--- config.mk ---
export PLATFORM = sky130hd
export DESIGN_NAME = carrack_pad_exerciser
export DESIGN_NICKNAME = d
export VERILOG_FILES = /design/src/rtl/carrack_pad_exerciser.sv
export SDC_FILE = /design/constraint.sdc
export NUM_CORES = 1
export LEC_CHECK = 0
export ABC_AREA = 1
export BUFFER_PORTS_ARGS = -buffer_cell sky130_fd_sc_hd__buf_2
export CAP_MARGIN = 20
export CELL_PAD_IN_SITES_DETAIL_PLACEMENT = 1
export CELL_PAD_IN_SITES_GLOBAL_PLACEMENT = 1
export CORE_MARGIN = 1.5
export CORE_UTILIZATION = 41
export CTS_BUF_LIST = sky130_fd_sc_hd__clkbuf_2 sky130_fd_sc_hd__clkbuf_4 sky130_fd_sc_hd__clkbuf_8
export CTS_CLUSTER_DIAMETER = 50
export DETAILED_ROUTE_END_ITERATION = 6
export PLACE_DENSITY_LB_ADDON = 0.1
export SYNTH_ARGS = -nofsm -noshare
export SYNTH_HDL_FRONTEND = slang
export SYNTH_SLANG_ARGS = --single-unit
--- constraint.sdc ---
create_clock -name wb_clk_i -period 2.9 [get_ports wb_clk_i]
set_input_delay 0.87 -clock wb_clk_i [delete_from_list [all_inputs] [get_ports wb_clk_i]]
set_output_delay 0.87 -clock wb_clk_i [all_outputs]
set_load 0.03 [all_outputs]
--- src/rtl/carrack_pad_exerciser.sv ---
`timescale 1ns/1ps
// Wishbone-controlled pad test sequencer: drives per-channel OE/OUT control
// pins from a 16-bit LFSR, samples the pads back and records mismatches.
// Ports: wbs_* Wishbone slave (regs at adr[4:2]), ctl_oe_o/ctl_out_o pad
// controls, pad_in_i asynchronous pad inputs, irq_o = done & irq_en.
module carrack_pad_exerciser #(
  parameter int CH          = 8,
  parameter int SETTLE      = 4,
  parameter int SYNC_STAGES = 2
) (
  input  logic          wb_clk_i,
  input  logic          wb_rst_i,
  input  logic          wbs_stb_i,
  input  logic          wbs_cyc_i,
  input  logic          wbs_we_i,
  input  logic [3:0]    wbs_sel_i,
  input  logic [31:0]   wbs_dat_i,
  input  logic [31:0]   wbs_adr_i,
  output logic          wbs_ack_o,
  output logic [31:0]   wbs_dat_o,
  output logic [CH-1:0] ctl_oe_o,
  output logic [CH-1:0] ctl_out_o,
  input  logic [CH-1:0] pad_in_i,
  output logic          irq_o
);

  localparam int CW = $clog2(SETTLE + 1);

  typedef enum logic [2:0] {
    ST_IDLE, ST_DRIVE, ST_SETL, ST_SAMPLE, ST_DONE
  } state_e;

  state_e          state_q, state_d;
  logic            ack_q, ack_d;
  logic [31:0]     dat_q, dat_d;
  logic [15:0]     lfsr_q, lfsr_d;
  logic [15:0]     seed_q, seed_d;
  logic [15:0]     steps_q, steps_d;
  logic [15:0]     errcnt_q, errcnt_d;
  logic [CH-1:0]   errmask_q, errmask_d;
  logic [15:0]     stepidx_q, stepidx_d;
  logic            irq_en_q, irq_en_d;
  logic            done_q, done_d;
  logic            err_q, err_d;
  logic [CH-1:0]   oe_q, oe_d;
  logic [CH-1:0]   out_q, out_d;
  logic [CW-1:0]   cnt_q, cnt_d;
  logic [CH-1:0]   sync_q [SYNC_STAGES];

  logic            req, wr, rd, wr_ctrl, start, abort, busy;
  logic [2:0]      sel;
  logic [31:0]     rdata;
  logic [CH-1:0]   mism;
  logic [15:0]     lfsr_nx;
  logic            unused_ok;

  assign unused_ok = ^{wbs_sel_i, wbs_adr_i[31:5],
                       wbs_adr_i[1:0], wbs_dat_i[31:16]};

  assign wbs_ack_o = ack_q;
  assign wbs_dat_o = dat_q;
  assign ctl_oe_o  = oe_q;
  assign ctl_out_o = out_q;
  assign irq_o     = done_q & irq_en_q;

  always_comb begin
    req     = wbs_stb_i & wbs_cyc_i & ~ack_q;
    wr      = req & wbs_we_i;
    rd      = req & ~wbs_we_i;
    sel     = wbs_adr_i[4:2];
    wr_ctrl = wr && (sel == 3'd0);
    start   = wr_ctrl & wbs_dat_i[0];
    abort   = wr_ctrl & wbs_dat_i[1];
    busy    = (state_q != ST_IDLE);
    // Only driven channels can mismatch.
    mism    = oe_q & (sync_q[SYNC_STAGES-1] ^ out_q);
    lfsr_nx = {lfsr_q[14:0],
               lfsr_q[15] ^ lfsr_q[13] ^ lfsr_q[12] ^ lfsr_q[10]};
    rdata   = '0;
    case (sel)
      3'd0: rdata = {29'd0, irq_en_q, 2'b00};
      3'd1: rdata = {29'd0, err_q, done_q, busy};
      3'd2: rdata = {16'd0, seed_q};
      3'd3: rdata = {16'd0, steps_q};
      3'd4: rdata = {16'd0, errcnt_q};
      3'd5: rdata = {{(32-CH){1'b0}}, errmask_q};
      3'd6: rdata = {16'd0, stepidx_q};
      default: rdata = '0;
    endcase
  end

  always_comb begin
    state_d   = state_q;
    ack_d     = req;
    dat_d     = rd ? rdata : '0;
    lfsr_d    = lfsr_q;
    seed_d    = seed_q;
    steps_d   = steps_q;
    errcnt_d  = errcnt_q;
    errmask_d = errmask_q;
    stepidx_d = stepidx_q;
    irq_en_d  = irq_en_q;
    done_d    = done_q;
    err_d     = err_q;
    oe_d      = oe_q;
    out_d     = out_q;
    cnt_d     = cnt_q;

    if (wr_ctrl) irq_en_d = wbs_dat_i[2];
    if (wr && sel == 3'd2 && !busy) seed_d = wbs_dat_i[15:0];
    if (wr && sel == 3'd3 && !busy) steps_d = wbs_dat_i[15:0];
    // W1C first so a same-cycle set in ST_DONE wins.
    if (wr && sel == 3'd1 && wbs_dat_i[1]) done_d = 1'b0;

    if (abort && busy) begin
      state_d = ST_IDLE;
      oe_d    = '0;
      out_d   = '0;
    end else begin
      unique case (state_q)
        ST_IDLE: begin
          if (start) begin
            lfsr_d    = (seed_q == 16'd0) ? 16'hACE1 : seed_q;
            errcnt_d  = '0;
            errmask_d = '0;
            stepidx_d = '0;
            err_d     = 1'b0;
            done_d    = 1'b0;
            state_d   = (steps_q == 16'd0) ? ST_DONE : ST_DRIVE;
          end
        end
        ST_DRIVE: begin
          oe_d    = lfsr_q[CH-1:0];
          out_d   = lfsr_q[2*CH-1:CH];
          cnt_d   = CW'(SETTLE - 1);
          state_d = ST_SETL;
        end
        ST_SETL: begin
          if (cnt_q == '0) state_d = ST_SAMPLE;
          else             cnt_d   = cnt_q - 1'b1;
        end
        ST_SAMPLE: begin
          errmask_d = errmask_q | mism;
          if (|mism) begin
            err_d = 1'b1;
            if (errcnt_q != 16'hFFFF) errcnt_d = errcnt_q + 16'd1;
          end
          lfsr_d    = lfsr_nx;
          stepidx_d = stepidx_q + 16'd1;
          if (stepidx_q + 16'd1 == steps_q) begin
            state_d = ST_DONE;
            oe_d    = '0;
            out_d   = '0;
          end else begin
            state_d = ST_DRIVE;
          end
        end
        ST_DONE: begin
          oe_d    = '0;
          out_d   = '0;
          done_d  = 1'b1;
          state_d = ST_IDLE;
        end
        default: state_d = ST_IDLE;
      endcase
    end
  end

  always_ff @(posedge wb_clk_i) begin
    if (wb_rst_i) begin
      state_q   <= ST_IDLE;
      ack_q     <= 1'b0;
      dat_q     <= '0;
      lfsr_q    <= '0;
      seed_q    <= '0;
      steps_q   <= '0;
      errcnt_q  <= '0;
      errmask_q <= '0;
      stepidx_q <= '0;
      irq_en_q  <= 1'b0;
      done_q    <= 1'b0;
      err_q     <= 1'b0;
      oe_q      <= '0;
      out_q     <= '0;
      cnt_q     <= '0;
      for (int i = 0; i < SYNC_STAGES; i++) sync_q[i] <= '0;
    end else begin
      state_q   <= state_d;
      ack_q     <= ack_d;
      dat_q     <= dat_d;
      lfsr_q    <= lfsr_d;
      seed_q    <= seed_d;
      steps_q   <= steps_d;
      errcnt_q  <= errcnt_d;
      errmask_q <= errmask_d;
      stepidx_q <= stepidx_d;
      irq_en_q  <= irq_en_d;
      done_q    <= done_d;
      err_q     <= err_d;
      oe_q      <= oe_d;
      out_q     <= out_d;
      cnt_q     <= cnt_d;
      sync_q[0] <= pad_in_i;
      for (int i = 1; i < SYNC_STAGES; i++) sync_q[i] <= sync_q[i-1];
    end
  end

endmodule

==> key figures, run 1 <==
Timing
  • Final clock skew: 0.01729 ns
  • Count of final hold-check violations: 0
  • Fin Setup TNS: 0 ns
  • Min Clock Period, post-route: 2.548 ns
  • RSZ-0062 raised after global routing: false
  • Final setup vio count: 0
  • Max-slew headroom: 48.71%
  • Max-slew violations: 0
  • Fmax: 392.4 MHz
  • Worst Tran Pin Value: 0.7671 ns
  • Final period utilization: 87.87%

Worst setup path
  • Worst setup path endpoint: ctl_oe_o[0]
  • R2r startpoint: stepidx_q[0]
  • Crit path from: stepidx_q[0]
  • Worst R2R Setup Slack: 0.35 ns
  • CP arrival: 2.93 ns
  • R2R depth: 14
  • Slowest stage delay, CP: 0.44 ns
  • Critical path cell sequence: ha_1 -> nand3_1 -> nor2_1 -> nand2_1 -> nand3_1 -> nand2_1 -> nor2_1 -> nand2_1 -> nor2_2 -> nand3_1 -> nand2_2 -> nand2_4 -> nor2_2 -> nor2_1
  • Worst setup EP type: flip-flop
  • Crit start category: flip-flop
  • Crit Path Max Fanout: 14
  • Reg2reg end: ctl_oe_o[0]
  • Slowest cell on crit path: dfxtp_1
  • WP data required: 3.28 ns
  • Crit Path Category: reg2reg

Status
  • Status: complete, no violations

Clock tree
  • Clock Latency Late Sink: 0.49 ns
  • Clock tree buffer depth: 2
  • H-tree levels: 4
  • Clock Pin Slew Worst Setup and Hold Paths: 0.09 ns
  • # hold bufs at CTS: 0
  • CTS tree: done
  • Clock sink total: 146
  • Post-CTS setup buffer count: 0
  • Post-CTS sizing: 0
  • CTS root buffer: clkbuf_8
  • TritonCTS buffer count: 17

Drt
  • Drt first pass iters: 7
  • Vias/cell: 5.226
  • DRC Markers: 0
  • Drt total wl: 23050 um
  • Routed vias: 7040
  • Iter 0 DRT Violations: 347
  • Drt wl/cell: 17.12 um
  • Routed Antenna Nets: 0

Floorplan
  • Starting density of the core: 42.33%
  • Core ar.: 17480 um^2
  • Die footprint: 18860 um^2
  • Die Wd: 137.3 um
  • Num rows: 48
  • Die Ht: 137.3 um
  • Number of top-level pins: 131

Global route
  • Vias in the first global route: 6899
  • First-pass GRT wire length: 37230 um
  • Initial antenna violation count: 0
  • GRT Resource Usage Total: 25.92%
  • Largest net degree at the start of global routing: 39
  • GRT Residual Overflow: 0

Placed design
  • Port Buffer Count: 65
  • Post-DP HPWL: 17500 um
  • Gpl congestion: 0.8041

Synth
  • Share of the synthesized area in the top cell type: 39.51%
  • Count leader, synth: nand2_1
  • Top_reg_cell synth: dfxtp_1
  • Yosys Warn Count: 0
  • Seq cells post-synth: 146
  • Register area share after synthesis: 39.51%
  • Yosys cell types: 44
  • Synth area leader: dfxtp_1
  • Cell types occupying the most area after synthesis: dfxtp_1 40%, nand2_1 8.5%, inv_1 7.0%
  • Asr flop ratio synth: 0%
  • Syn_area_per_cell: 7.073 um^2
  • Post-Syn Area: 7398 um^2
  • Post-synth top cells: 168 x nand2_1, 146 x dfxtp_1, 138 x inv_1
  • EDFF count, synth: 0
  • Synth Instances: 1046

Final layout
  • Area delta synth->final: 12.79%
  • Fillers: 2334
  • Layout cells sized above 1: 16.49%
  • Total Nets Final: 1194
  • N_diodes: 0
  • Fin util: 47.74%
  • Multi-input gate area: 3655 um^2
  • Storage cell area: 2923 um^2

Power and ir drop
  • Pwr/cell area: 492.7 nW/um^2
  • Leakage power: 3.332 nW
  • Worst vdd ir: 0.3225 mV

Min path
  • Worst Hold Class: reg2reg

Run
  • Max-cap viol count: 0
[worst max-delay path, delay by kind of cell (launching register included)]
kind | cells | cell delay [ns]
AND/OR/NAND/NOR | 13 | 1.73
flip-flops | 1 | 0.44
adder cells (fa/ha/maj) | 1 | 0.27
[area by class of cell]
class | instances | area share [%]
multi-input combinational | 710 | 43.80
sequential | 146 | 35.03
inverter | 147 | 6.628
timing repair buffer | 87 | 6.328
tap | 225 | 3.374
clock buffer | 17 | 2.804
clock inverter | 15 | 2.039
[cell families after synthesis]
family	share of synthesized area, %
and+or+nand+nor	29.55
AOI/OAI and AO/OA	16.39
buffers and inverters	11.86
DFF	39.51
xor gates and xnor gates	1.979
adders and majority gates	0.6765
other	0.05069
[sequential cells by signal, indices dropped and copies added (netlist names)]
signal,flops
steps_q,16
errcnt_q,16
wbs_ack_o,1
irq_en_q,1
seed_q,16
ctl_oe_o,8
lfsr_q,16
sync_q,16
done_q,1
stepidx_q,16
ctl_out_o,8
wbs_dat_o,16
err_q,1
state_q,3
errmask_q,8
cnt_q,3
[power by group]
part | internal, mW | switching (mW) | total, mW
clock | 0.785 | 0.913 | 1.70
sequential | 2.04 | 0.0293 | 2.07
combinational | 0.106 | 0.240 | 0.345
total | 2.93 | 1.18 | 4.11
[metrics by stage]
step	cell area (um^2)	setup WS [ns]	hold slack (ns)	power, mW	cells
floorplan	7455	0.5066	0.3883	2.353	1061
global placement	7940	0.1120	0.3886	2.454	1315
detailed placement	7940	0.05708	0.3982	2.459	1315
CTS	8344	0.3339	0.4119	4.152	1347
global route	8344	0.1414	0.4320	4.261	1347
finish	8344	0.3518	0.4086	4.112	1347
[routing by layer]
metal	GRT usage [%]	share of wire, %	up-vias
met1	35.87	50	3371
li1	-	-	3537
met5	0	0	-
met2	41.93	46	110
met3	4.415	3.0	22
met4	6.491	1.3	0
[cell usage in the layout (no fill, tap or decap), types with 3 or more instances in the layout]
master    count
nand2_1     168
dfxtp_1     146
inv_1       138
nor2_1      122
a21oi_1      83
nand3_1      73
buf_2        65
o21ai_0      53
nor3_1       21
a211oi_1     21
buf_4        19
o22ai_1      18
nand4_1      17
clkbuf_8     17
nand2_2      16
nor2_2       16
conb_1       16
a31oi_1      13
nor4_1       11
a221oi_1      9
xor2_1        8
nor2_4        7
a21oi_2       7
xnor2_1       6
inv_2         5
inv_6         5
ha_1          4
clkinv_4      4
clkinv_1      3
or2_2         3
nand3_2       3
buf_12        3
[how the worst min path moves through the flow]
stage	start	end	slack, ns	cells after the start
detailed placement	sync_q[0][3]	sync_q[0][11]	0.40	2
global route	sync_q[0][2]	sync_q[0][10]	0.43	2
global placement	sync_q[0][3]	sync_q[0][11]	0.39	2
CTS	sync_q[0][3]	sync_q[0][11]	0.41	2
finish	sync_q[0][3]	sync_q[0][11]	0.41	2
floorplan	sync_q[0][2]	sync_q[0][10]	0.39	2
(Power assumes the default switching activity.)
==> run 2, diff against run 1 <==
--- a/config.mk
+++ b/config.mk
@@ -12,7 +12,7 @@
 export CELL_PAD_IN_SITES_GLOBAL_PLACEMENT = 1
 export CORE_MARGIN = 1.5
 export CORE_UTILIZATION = 41
-export CTS_BUF_LIST = sky130_fd_sc_hd__clkbuf_2 sky130_fd_sc_hd__clkbuf_4 sky130_fd_sc_hd__clkbuf_8
+export CTS_BUF_LIST = sky130_fd_sc_hd__clkbuf_4
 export CTS_CLUSTER_DIAMETER = 50
 export DETAILED_ROUTE_END_ITERATION = 6
 export PLACE_DENSITY_LB_ADDON = 0.1
==> run 2 against run 1 <==
Net effect: first-iteration DRC count is 1.4% lower; sequential cell count stayed put; clock power is 18% lower; critical endpoint is now ctl_out_o[2]; global-route usage hardly changed; wire length is 0.28% lower; register-to-register slack hardly changed; die area stayed put; sequential share of layout area is 0.44 points higher; critical path type unchanged; clock skew is 0.011 ns higher; non-clock buffer count stayed put.
==> key figures, run 2 (synthesis gave the netlist of run 1 again) <==
Drt
  • Iter 0 DRT Violations: 342 (-1.4%)
  • Top Layer Used: met4
  • M1 WL: 11520 um (+0.83%)
  • Drt total wl: 22990 um (-0.28%)
  • Met3 routed WL: 652 um (-7.1%)
  • DRC Markers: 0 (unchanged)
  • Drt first pass iters: 4 (-3)
  • Routed Antenna Nets: 0 (unchanged)
  • Routed vias: 7058 (+0.26%)
  • Vias/cell: 5.236 (+0.18%)
  • Drt wl/cell: 17.05 um (-0.35%)
  • Met2 Wirelength: 10630 um (about the same)

Worst setup path
  • Crit Path Max Fanout: 14 (unchanged)
  • WP data required: 3.39 ns (+0.11 ns)
  • Worst setup EP type: flip-flop
  • Crit start category: flip-flop
  • CP arrival: 3.04 ns (+0.11 ns)
  • Crit Path Category: reg2reg

Timing
  • Fmax: 391.5 MHz (-0.23%)
  • Fin Setup TNS: 0 ns (unchanged)
  • Worst Tran Pin Value: 0.7645 ns (-0.002560 ns)
  • Final setup vio count: 0 (unchanged)
  • Count of final hold-check violations: 0 (unchanged)
  • Min Clock Period, post-route: 2.554 ns (+0.005777 ns)
  • RSZ-0062 raised after global routing: false
  • Final clock skew: 0.02805 ns (+0.01076 ns)
  • Final period utilization: 88.07% (+0.20 points)
  • Max-slew headroom: 48.88% (+0.17 points)
  • Max-slew violations: 0 (unchanged)

Power and ir drop
  • Combinational power share: 9.1% (+0.7 points)
  • Reg power frac: 54.2% (+3.9 points)
  • Pwr/cell area: 463.5 nW/um^2 (-5.9%)
  • Worst vdd ir: 0.2119 mV (-34%)
  • Clock network power share: 36.7% (-4.6 points)
  • Psw: 1.139 mW (-3.6%)
  • Internal: 2.681 mW (-8.5%)
  • Sw frac: 29.82% (+1.1 points)
  • Leakage power: 3.288 nW (-1.3%)

Floorplan
  • Num rows: 48 (unchanged)
  • Die Wd: 137.3 um (unchanged)
  • Die Ht: 137.3 um (unchanged)
  • Number of top-level pins: 131 (unchanged)
  • Starting density of the core: 42.33% (unchanged)
  • Die footprint: 18860 um^2 (unchanged)
  • Core ar.: 17480 um^2 (unchanged)

Clock tree
  • Post-CTS setup buffer count: 0 (unchanged)
  • # hold bufs at CTS: 0 (unchanged)
  • CTS root buffer: clkbuf_4
  • Post-CTS sizing: 0 (unchanged)
  • Clock Latency Late Sink: 0.59 ns (+0.10 ns)
  • CTS tree: done
  • H-tree levels: 4 (unchanged)
  • Clock sink total: 146 (unchanged)
  • Clock Pin Slew Worst Setup and Hold Paths: 0.15 ns (+0.06 ns)
  • TritonCTS buffer count: 17 (unchanged)
  • Clock tree buffer depth: 2 (unchanged)

Final layout
  • Most common cell after layout, fill and taps aside: nand2_1
  • Area delta synth->final: 11.38%
  • Total Nets Final: 1194 (unchanged)
  • Fin util: 47.15% (-0.59 points)
  • Layout cells sized above 1: 16.49% (unchanged)
  • Fillers: 2338 (+0.17%)
  • Design Area, Final: 8240 um^2 (-1.2%)
  • Fin cells: 1348 (+0.074%)
  • Most frequent cells in the layout: 168 x nand2_1, 146 x dfxtp_1, 138 x inv_1

Placed design
  • Gpl congestion: 0.8041 (unchanged)
  • Placed instance count: 1315 (unchanged)
  • Post-DP HPWL: 17500 um (unchanged)
  • Port Buffer Count: 65 (unchanged)
  • Dpl cell area: 7940 um^2 (unchanged)

Global route
  • Vias in the first global route: 6886 (-0.19%)
  • GRT Resource Usage Total: 25.90% (about the same)
  • Largest net degree at the start of global routing: 39 (unchanged)
  • First-pass GRT wire length: 37240 um (about the same)
  • Initial antenna violation count: 1 (+1)
  • GRT Residual Overflow: 0 (unchanged)

Run
  • Max-cap viol count: 0 (unchanged)

Status
  • Status: complete, no violations

Min path
  • Worst Hold Class: reg2reg
==> run 2: cell types whose count changed in the layout (fill, tap and decap cells not counted), sizes merged <==
cell | previous run | this run
diode | 0 | 1
==> run 2: final cells by class <==
cell class,instances,area [um^2],share of cell area (%)
timing repair buffer,87,528.0,6.408
sequential,146,2923,35.47
inverter,147,553.0,6.711
tap,225,281.5,3.416
clock buffer,17,127.6,1.549
multi-input combinational,710,3655,44.35
clock inverter,15,170.2,2.065
antenna,1,2.502,0.03037
==> run 2: per-stage QoR <==
stage          hold WS [ns]  setup WS (ns)  total power [mW]
6_report             0.4147         0.3460             3.820
2_1_floorplan        0.3883         0.5066             2.353
3_5_place_dp         0.3982        0.05708             2.459
5_1_grt              0.4213         0.1397             3.980
4_1_cts              0.4153         0.3312             3.861
3_3_place_gp         0.3886         0.1120             2.454
==> run 2: path summary, 6_finish.rpt <==
path / start / endpoint / slack (ns) / depth (start not counted)
max: stepidx_q[0] / ctl_out_o[2] / 0.35 / 14
min: sync_q[0][1] / sync_q[0][9] / 0.41 / 2
max reg2reg: stepidx_q[0] / ctl_out_o[2] / 0.35 / 14
min reg2reg: sync_q[0][1] / sync_q[0][9] / 0.41 / 2
==> run 2: power by group through the flow <==
stage                     sequential, mW  combinational (mW)  clock [mW]
after CTS                           2.07               0.346        1.44
after floorplan                     2.12               0.237           0
final                               2.07               0.346        1.40
after global placement              2.11               0.340           0
after global routing                2.08               0.384        1.52
after detailed placement            2.11               0.344           0
==> run 2: worst max-delay path: stages (launching register included) <==
cell and delay [ns]:
dfxtp_1 0.47, ha_1 0.27, nand3_1 0.17, nor2_1 0.21, nand2_1 0.10, nand3_1 0.11
nand2_1 0.05, nor2_1 0.12, nand2_1 0.07, nor2_2 0.20, nand3_1 0.18, nand2_2 0.16
nand2_4 0.16, nor2_1 0.13, nor2_1 0.06
==> run 2: per-layer routing <==
| layer | track usage [%] | vias to the layer above |
|---|---|---|
| li1 | - | 3538 |
| met3 | 4.562 | 14 |
| met4 | 5.263 | 0 |
| met2 | 42.13 | 93 |
| met1 | 36.03 | 3413 |
| met5 | 0 | - |
